==> src/rtl/seg_scan_ctrl.sv <==
// seg_scan_ctrl: double-buffered 8-digit 7-segment scan controller.
// Optional macro SEG_LZ_BLANK_EN enables leading-zero blanking.
module seg_scan_ctrl #(
  parameter int unsigned SCAN_DIV = 50000
) (
  input  logic       clk,
  input  logic       rst,
  input  logic       wr_valid,
  output logic       wr_ready,
  input  logic [2:0] wr_digit,
  input  logic [3:0] wr_value,
  input  logic       commit,
  output logic       commit_done,
  output logic [7:0] display,
  output logic [7:0] segment
);

  typedef enum logic {GAP, ON} state_t;

  localparam logic [19:0] LAST = 20'(SCAN_DIV - 1);

  logic [3:0]  shadow [8];
  logic [3:0]  active [8];
  logic        pending;
  state_t      state;
  logic [2:0]  idx;
  logic [19:0] cnt;
  logic        wr_fire;
  logic        boundary;
  logic [3:0]  shown;
  logic [7:0]  seg_nxt;

  function automatic logic [7:0] enc(input logic [3:0] v);
    case (v)
      4'd0:    enc = ~8'h3F;
      4'd1:    enc = ~8'h06;
      4'd2:    enc = ~8'h5B;
      4'd3:    enc = ~8'h4F;
      4'd4:    enc = ~8'h66;
      4'd5:    enc = ~8'h6D;
      4'd6:    enc = ~8'h7D;
      4'd7:    enc = ~8'h27;
      4'd8:    enc = ~8'h7F;
      4'd9:    enc = ~8'h6F;
      default: enc = 8'hFF;
    endcase
  endfunction

  assign wr_ready = !pending;
  assign wr_fire  = wr_valid && wr_ready;
  // Last ON cycle of digit 7 with a commit waiting: the frame swap point.
  assign boundary = (state == ON) && (cnt == LAST)
                 && (idx == 3'd7) && pending;

  // Producers fill the shadow frame; it is never scanned directly.
  always_ff @(posedge clk or posedge rst) begin
    if (rst) begin
      for (int i = 0; i < 8; i++) shadow[i] <= 4'd10;
    end else if (wr_fire) begin
      shadow[wr_digit] <= wr_value;
    end
  end

`ifdef SEG_LZ_BLANK_EN
  logic zb_above;

  // Value to show for the current digit, with leading zeros blanked.
  always_comb begin
    shown    = active[idx];
    zb_above = 1'b1;
    for (int k = 7; k >= 1; k--) begin
      if (3'(k) == idx && active[k] == 4'd0 && zb_above)
        shown = 4'd15;
      zb_above = zb_above
              && (active[k] == 4'd0 || active[k] > 4'd9);
    end
  end
`else
  // Value to show for the current digit, exactly as written.
  always_comb begin
    shown = active[idx];
  end
`endif

  // Segment pattern for the digit about to be lit.
  always_comb begin
    seg_nxt = enc(shown);
  end

  // Scan FSM, commit handshake and active-frame swap.
  always_ff @(posedge clk or posedge rst) begin
    if (rst) begin
      state       <= GAP;
      idx         <= 3'd0;
      cnt         <= 20'd0;
      display     <= 8'hFF;
      segment     <= 8'hFF;
      pending     <= 1'b0;
      commit_done <= 1'b0;
      for (int i = 0; i < 8; i++) active[i] <= 4'd10;
    end else begin
      commit_done <= boundary;
      if (boundary)
        pending <= 1'b0;
      else if (commit)
        pending <= 1'b1;
      if (boundary)
        active <= shadow;
      case (state)
        GAP: begin
          state   <= ON;
          cnt     <= 20'd1;
          display <= ~(8'b1 << idx);
          segment <= seg_nxt;
        end
        ON: begin
          if (cnt == LAST) begin
            state   <= GAP;
            cnt     <= 20'd0;
            idx     <= idx + 3'd1;
            display <= 8'hFF;
          end else begin
            cnt <= cnt + 20'd1;
          end
        end
        default: state <= GAP;
      endcase
    end
  end

endmodule

==> config.mk <==
export PLATFORM = sky130hd
export DESIGN_NAME = seg_scan_ctrl
export DESIGN_NICKNAME = d
export VERILOG_FILES = /design/src/rtl/seg_scan_ctrl.sv
export SDC_FILE = /design/constraint.sdc
export NUM_CORES = 1
export LEC_CHECK = 0
export ABC_AREA = 1
export CAP_MARGIN = 30
export CORE_ASPECT_RATIO = 0.9
export CORE_MARGIN = 8
export CORE_UTILIZATION = 35
export CTS_CLUSTER_DIAMETER = 200
export DETAILED_ROUTE_END_ITERATION = 16
export PLACE_DENSITY = 0.63
export SLEW_MARGIN = 20
export SYNTH_ARGS = -nofsm -noshare
export SYNTH_HDL_FRONTEND = slang
export SYNTH_SLANG_ARGS = --single-unit
==> constraint.sdc <==
create_clock -name clk -period 10.6 [get_ports clk]
set_input_delay 2.65 -clock clk [delete_from_list [all_inputs] [get_ports clk]]
set_output_delay 2.65 -clock clk [all_outputs]
set_load 0.05 [all_outputs]
=== Word level (Yosys, flattened, before mapping) ===
Memories as Yosys holds them, arrays and structs flattened. A register that Yosys moved wholly into a read port is not among the register bits.
Cells that the tools add are included.

* $add $sub $neg: 2
* Magnitude comparators: 3
* Eq/ne operators: 3
* Shift operators: 1
* Mux-type cells: 14
* Bitwise gates (word level): 4
* Reduce and logical (&&, ||, !) cells: 9

{| class="wikitable"
|+ Operators by type and width
! cell !! count
|-
| one-hot mux 20 bit (2 select lines) || 1
|-
| bitwise mux 32 bit || 1
|-
| adder 20 x 1 -> 20 bit (second input constant) || 1
|-
| == test 20 x 16 -> 1 bit (second input constant) || 1
|-
| 2-to-1 mux 20 bit || 1
|-
| one-hot mux 8 bit (2 select lines) || 1
|-
| binary-select mux 4 bit (select 3 bit) || 1
|-
| demux 4 bit (select 3 bit) || 1
|-
| 2-to-1 mux 4 bit || 3
|-
| >= comparator 4 bit (second input constant) || 2
|-
| 2-to-1 mux 8 bit || 1
|-
| NOT 3 -> 4 bit || 2
|-
| NOT 8 bit || 1
|-
| left shift 1 x 3 -> 8 bit (first input constant) || 1
|-
| logical AND 1 bit || 5
|-
| < comparator 4 x 1 -> 1 bit (second input constant) || 1
|-
| adder 3 x 1 -> 3 bit (second input constant) || 1
|-
| == test 3 bit (second input constant) || 1
|-
| 2-to-1 mux 1 bit || 3
|-
| zero test 1 bit || 2
|-
| != test 2 x 1 -> 1 bit (second input constant) || 1
|-
| one-hot mux 1 bit (2 select lines) || 1
|-
| AND reduction 2 bit || 1
|-
| nonzero test 2 bit || 1
|-
| NOT 1 bit || 1
|}

* Bits in registers: 106
* Bits in read-only memories: 112
* Input bits: 11
* Output and inout bits: 18
* Memories: 1

{| class="wikitable"
|+ Memory list
! memory !! depth !! width !! rd ports !! clocked after Yosys merged registers in !! wr ports !! line !! RTL
|-
| (no name shown) || 16 || 7 || 1 || 1 || 0 || 34 || <nowiki>case (v)</nowiki>
|}

=== Logic depth before layout (Yosys ltp) ===
* Word-level depth: 6
* Depth in mapped cells: 15
* Depth with buffers taken out: 13

=== Worst setup path before layout ===
OpenSTA, ideal clock, no wires.

* Path type: input -> register
* Start: input wr_valid
* End: register shadow[0] in the netlist's numbering
* Arrival: 3.363 ns
* Slack: 7.090 ns
* Cell stages on the path: 3
* Path buffers: 0
* Cell sequence: nand3_1 nor3_1 a21oi_1

* Longest elaborated chain between the ends: 1

{| class="wikitable"
|+ Ends and longest elaborated chain
! element !! line !! RTL
|-
| start, declared || 8 || <nowiki>input logic wr_valid,</nowiki>
|-
| logical AND 1 bit || 50 || <nowiki>assign wr_fire = wr_valid && wr_ready;</nowiki>
|-
| end signal, assigned by index || 60 || <nowiki>shadow[wr_digit] <= wr_value;</nowiki>
|-
| end, declared || 22 || <nowiki>logic [3:0] shadow [8];</nowiki>
|}

Every way passes these cells.
A chain may end at the register's enable or synchronous reset.

=== Final worst setup path ===
* Start: register pending
* End: output wr_ready

* Longest elaborated chain between the ends: 1

{| class="wikitable"
|+ Ends and longest elaborated chain
! element !! line !! RTL
|-
| start, declared || 24 || <nowiki>logic pending;</nowiki>
|-
| start signal, assigned || 98 || <nowiki>pending <= 1'b0;</nowiki>
|-
| start signal, assigned || 104 || <nowiki>pending <= 1'b0;</nowiki>
|-
| start signal, assigned || 106 || <nowiki>pending <= 1'b1;</nowiki>
|-
| zero test 1 bit || 49 || <nowiki>assign wr_ready = !pending;</nowiki>
|-
| end, declared || 9 || <nowiki>output logic wr_ready,</nowiki>
|}

Every way passes these cells.

==> flow_metrics.tcl <==
set metrics [dict create \
    status "complete, no violations" \
    place_hpwl_mm 8.05 \
    wl_per_cell_um 13.9 \
    fin_crit_ns 4.41 \
    drc 0 \
    fin_skew_ns 0.00927 \
    cts_max_path_buffers 2 \
    ioPinCount 29 \
    cts_max_level 3 \
    ys_warn_count 0 \
    netlist_area_sq_um 5110 \
    setup_slack_ns 6.19 \
    fmax_mhz 227 \
    whs_ns 0.465 \
    initial_core_util_pct 35.2 \
    maxSlewViolCount 0 \
    grt_pass1_vias 4117 \
    worst_slew_pin_slew_ns 0.790 \
    ys_ff_latch 105 \
    postSynthAreaPerCell_sq_um 8.22 \
    setup_viol 0 \
    post_cts_buffers 0 \
    die-area_sq_um 18700 \
    clkPwrFrac_pct 43.0 \
    p_comb_share_pct 2.7 \
    num_rows 42 \
    grt_usage_pct 13.5 \
    worstSetupPathType "flop to primary output" \
    arrival_ns 1.76 \
    cts.sinks 105 \
    die_h_um 131 \
    swShare_pct 23.7 \
    cp-start-kind "flop" \
    fin_crit_sh_pct 41.6 \
    root_buffer "clkbuf_16" \
    die_w_um 143 \
    io_buffers 27 \
    finalSetupTns_ns 0 \
    endpoint_kind "primary output" \
    syn2layout_area_growth_pct 14.2 \
    antenna_found_initial 0 \
    drt_iter0_drc 267 \
    final_core_util_pct 40.2 \
    cts_resized 0 \
    numCtsBuffers 9 \
    firstDrtPassIters 5 \
    grt_max_degree 62 \
    final_layout_size_suffix_gt1_share_pct 11.6 \
    cp_max_fo 4 \
    cts_hold_buf 0 \
    ys_types 30 \
    clk_latency_ns 0.36 \
    report.final.hold_viol_count 0 \
    irDropWorstVdd_v 0.0000820 \
    synthCells 621 \
    grt-ovfl-total 0 \
    pwr-share-seq_pct 54.3 \
    ant_nets 0 \
    clkSlewWorstSetupHoldPaths_ns 0.07 \
    drt-total-wl_mm 11.8 \
    max_slew_margin_pct 47.0 \
    power_switching_mw 0.180 \
    p_total_mw 0.759 \
    dp_slack_ns 6.28 \
    synth_fp_nets 644 \
    vias 4133 \
    holdCritPathClass "flop to flop" \
    powerDensity_nw_per_um2 130 \
    p_int_mw 0.579 \
    grt_setup_unrepaired "no" \
    power_leakage_nw 2.67 \
    grt_pass1_wl_mm 20.4 \
    fin_nets 664 \
    antennaDiodeCount 0 \
    core_sq_um 14500 \
    seq_area_frac_synth_pct 52.6 \
    gp_congestion 0.877 \
    via_per_inst 4.90 \
    cp.required_ns 7.95 \
    tritoncts "done" \
    drv_cap 0 \
]
-- layout make-up --
type / count / area [sq um]
Inverter: 60 / 228
Fill cell: 1501 / 8670
Multi-Input combinational cell: 434 / 2060
Sequential cell: 105 / 2690
Tap cell: 198 / 248
Clock buffer: 9 / 225
Timing Repair Buffer: 31 / 320
Clock inverter: 7 / 65.1
-- metrics by stage --
stage / std cells / cell area (sq um)
5_1_grt: 844 / 5830
4_1_cts: 843 / 5800
3_5_place_dp: 827 / 5510
6_report: 844 / 5830
2_1_floorplan: 621 / 5110
3_3_place_gp: 827 / 5510
-- cell usage after synthesis (all sizes together) --
master | number | share of area, %
dfstp | 47 | 24
nor3 | 17 | 1.9
xnor2 | 2 | 0.34
or2 | 1 | 0.12
ha | 12 | 2.9
conb | 1 | 0.073
nand3 | 33 | 3.5
nor2 | 91 | 6.7
nand3b | 3 | 0.44
clkbuf | 9 | 0.66
xor2 | 7 | 1.2
o21ai | 29 | 2.8
nor4 | 3 | 0.37
buf | 13 | 2.0
inv | 57 | 4.2
clkinv | 3 | 0.22
nand4 | 35 | 4.3
and3 | 1 | 0.12
dfrtp | 58 | 28
nor3b | 3 | 0.44
a21oi | 22 | 2.2
a31oi | 2 | 0.24
nand2 | 172 | 13
-- flip-flops by register name, indices dropped and copies added, names as in the netlist --
register / cells
active: 32
shadow: 32
cnt: 20
display: 8
segment: 7
idx: 3
commit_done: 1
pending: 1
state: 1
-- cells by family after synthesis --
kind of cell / Yosys count / share of synthesized area [%]
flops: 105 / 52.6
buf+inv: 82 / 7.06
xor+xnor: 9 / 1.54
other cells: 1 / 0.0734
compound gates: 53 / 5.24
fa+ha+maj: 12 / 2.94
simple gates: 359 / 30.5
-- path summary, 6_finish.rpt --
path / startpoint / to / slack [ns] / cells after the start
hold / removal: active[11]$_DFFE_PP1P_ / active[11]$_DFFE_PP1P_ / 0.47 / 2
max in group asynchronous: rst / active[24]$_DFFE_PP0P_ / 6.76 / 3
min in group asynchronous: rst / active[6]$_DFFE_PP0P_ / 2.71 / 2
setup / recovery: pending$_DFFE_PP0P_ / wr_ready / 6.19 / 2
setup reg to reg: idx[0]$_DFFE_PP0P_ / segment[5]$_DFFE_PP1N_ / 7.86 / 9
hold reg to reg: active[11]$_DFFE_PP1P_ / active[11]$_DFFE_PP1P_ / 0.47 / 2
-- worst max-delay path, stage by stage (launching register included) --
cell and delay (ns):
dfrtp_1 0.43, inv_1 0.15, clkdlybuf4s50_1 0.83
-- power by group through the flow --
stage	combinational, mW	sequential [mW]	clock [mW]
2_1_floorplan	0.0126	0.418	0
3_3_place_gp	0.0203	0.419	0
3_5_place_dp	0.0214	0.419	0
4_1_cts	0.0214	0.412	0.335
5_1_grt	0.0239	0.413	0.351
6_report	0.0206	0.412	0.326
-- placed cells by master, fill, tap and decap left out, drive strengths merged, types with 17 or more instances in the layout --
cell type      count
nand3             33
o21ai             29
inv               60
nand2            172
nor2              91
dfstp             47
nand4             35
nor3              17
clkdlybuf4s50     27
dfrtp             58
a21oi             22
-- metal layers --
metal | global-route usage [%] | wire length [um]
met1 | 17.9 | 5810
met2 | 21.7 | 5300
met3 | 3.09 | 498
met4 | 4.01 | 135
met5 | 0 | 0
Power figures use the tool's default switching activity.
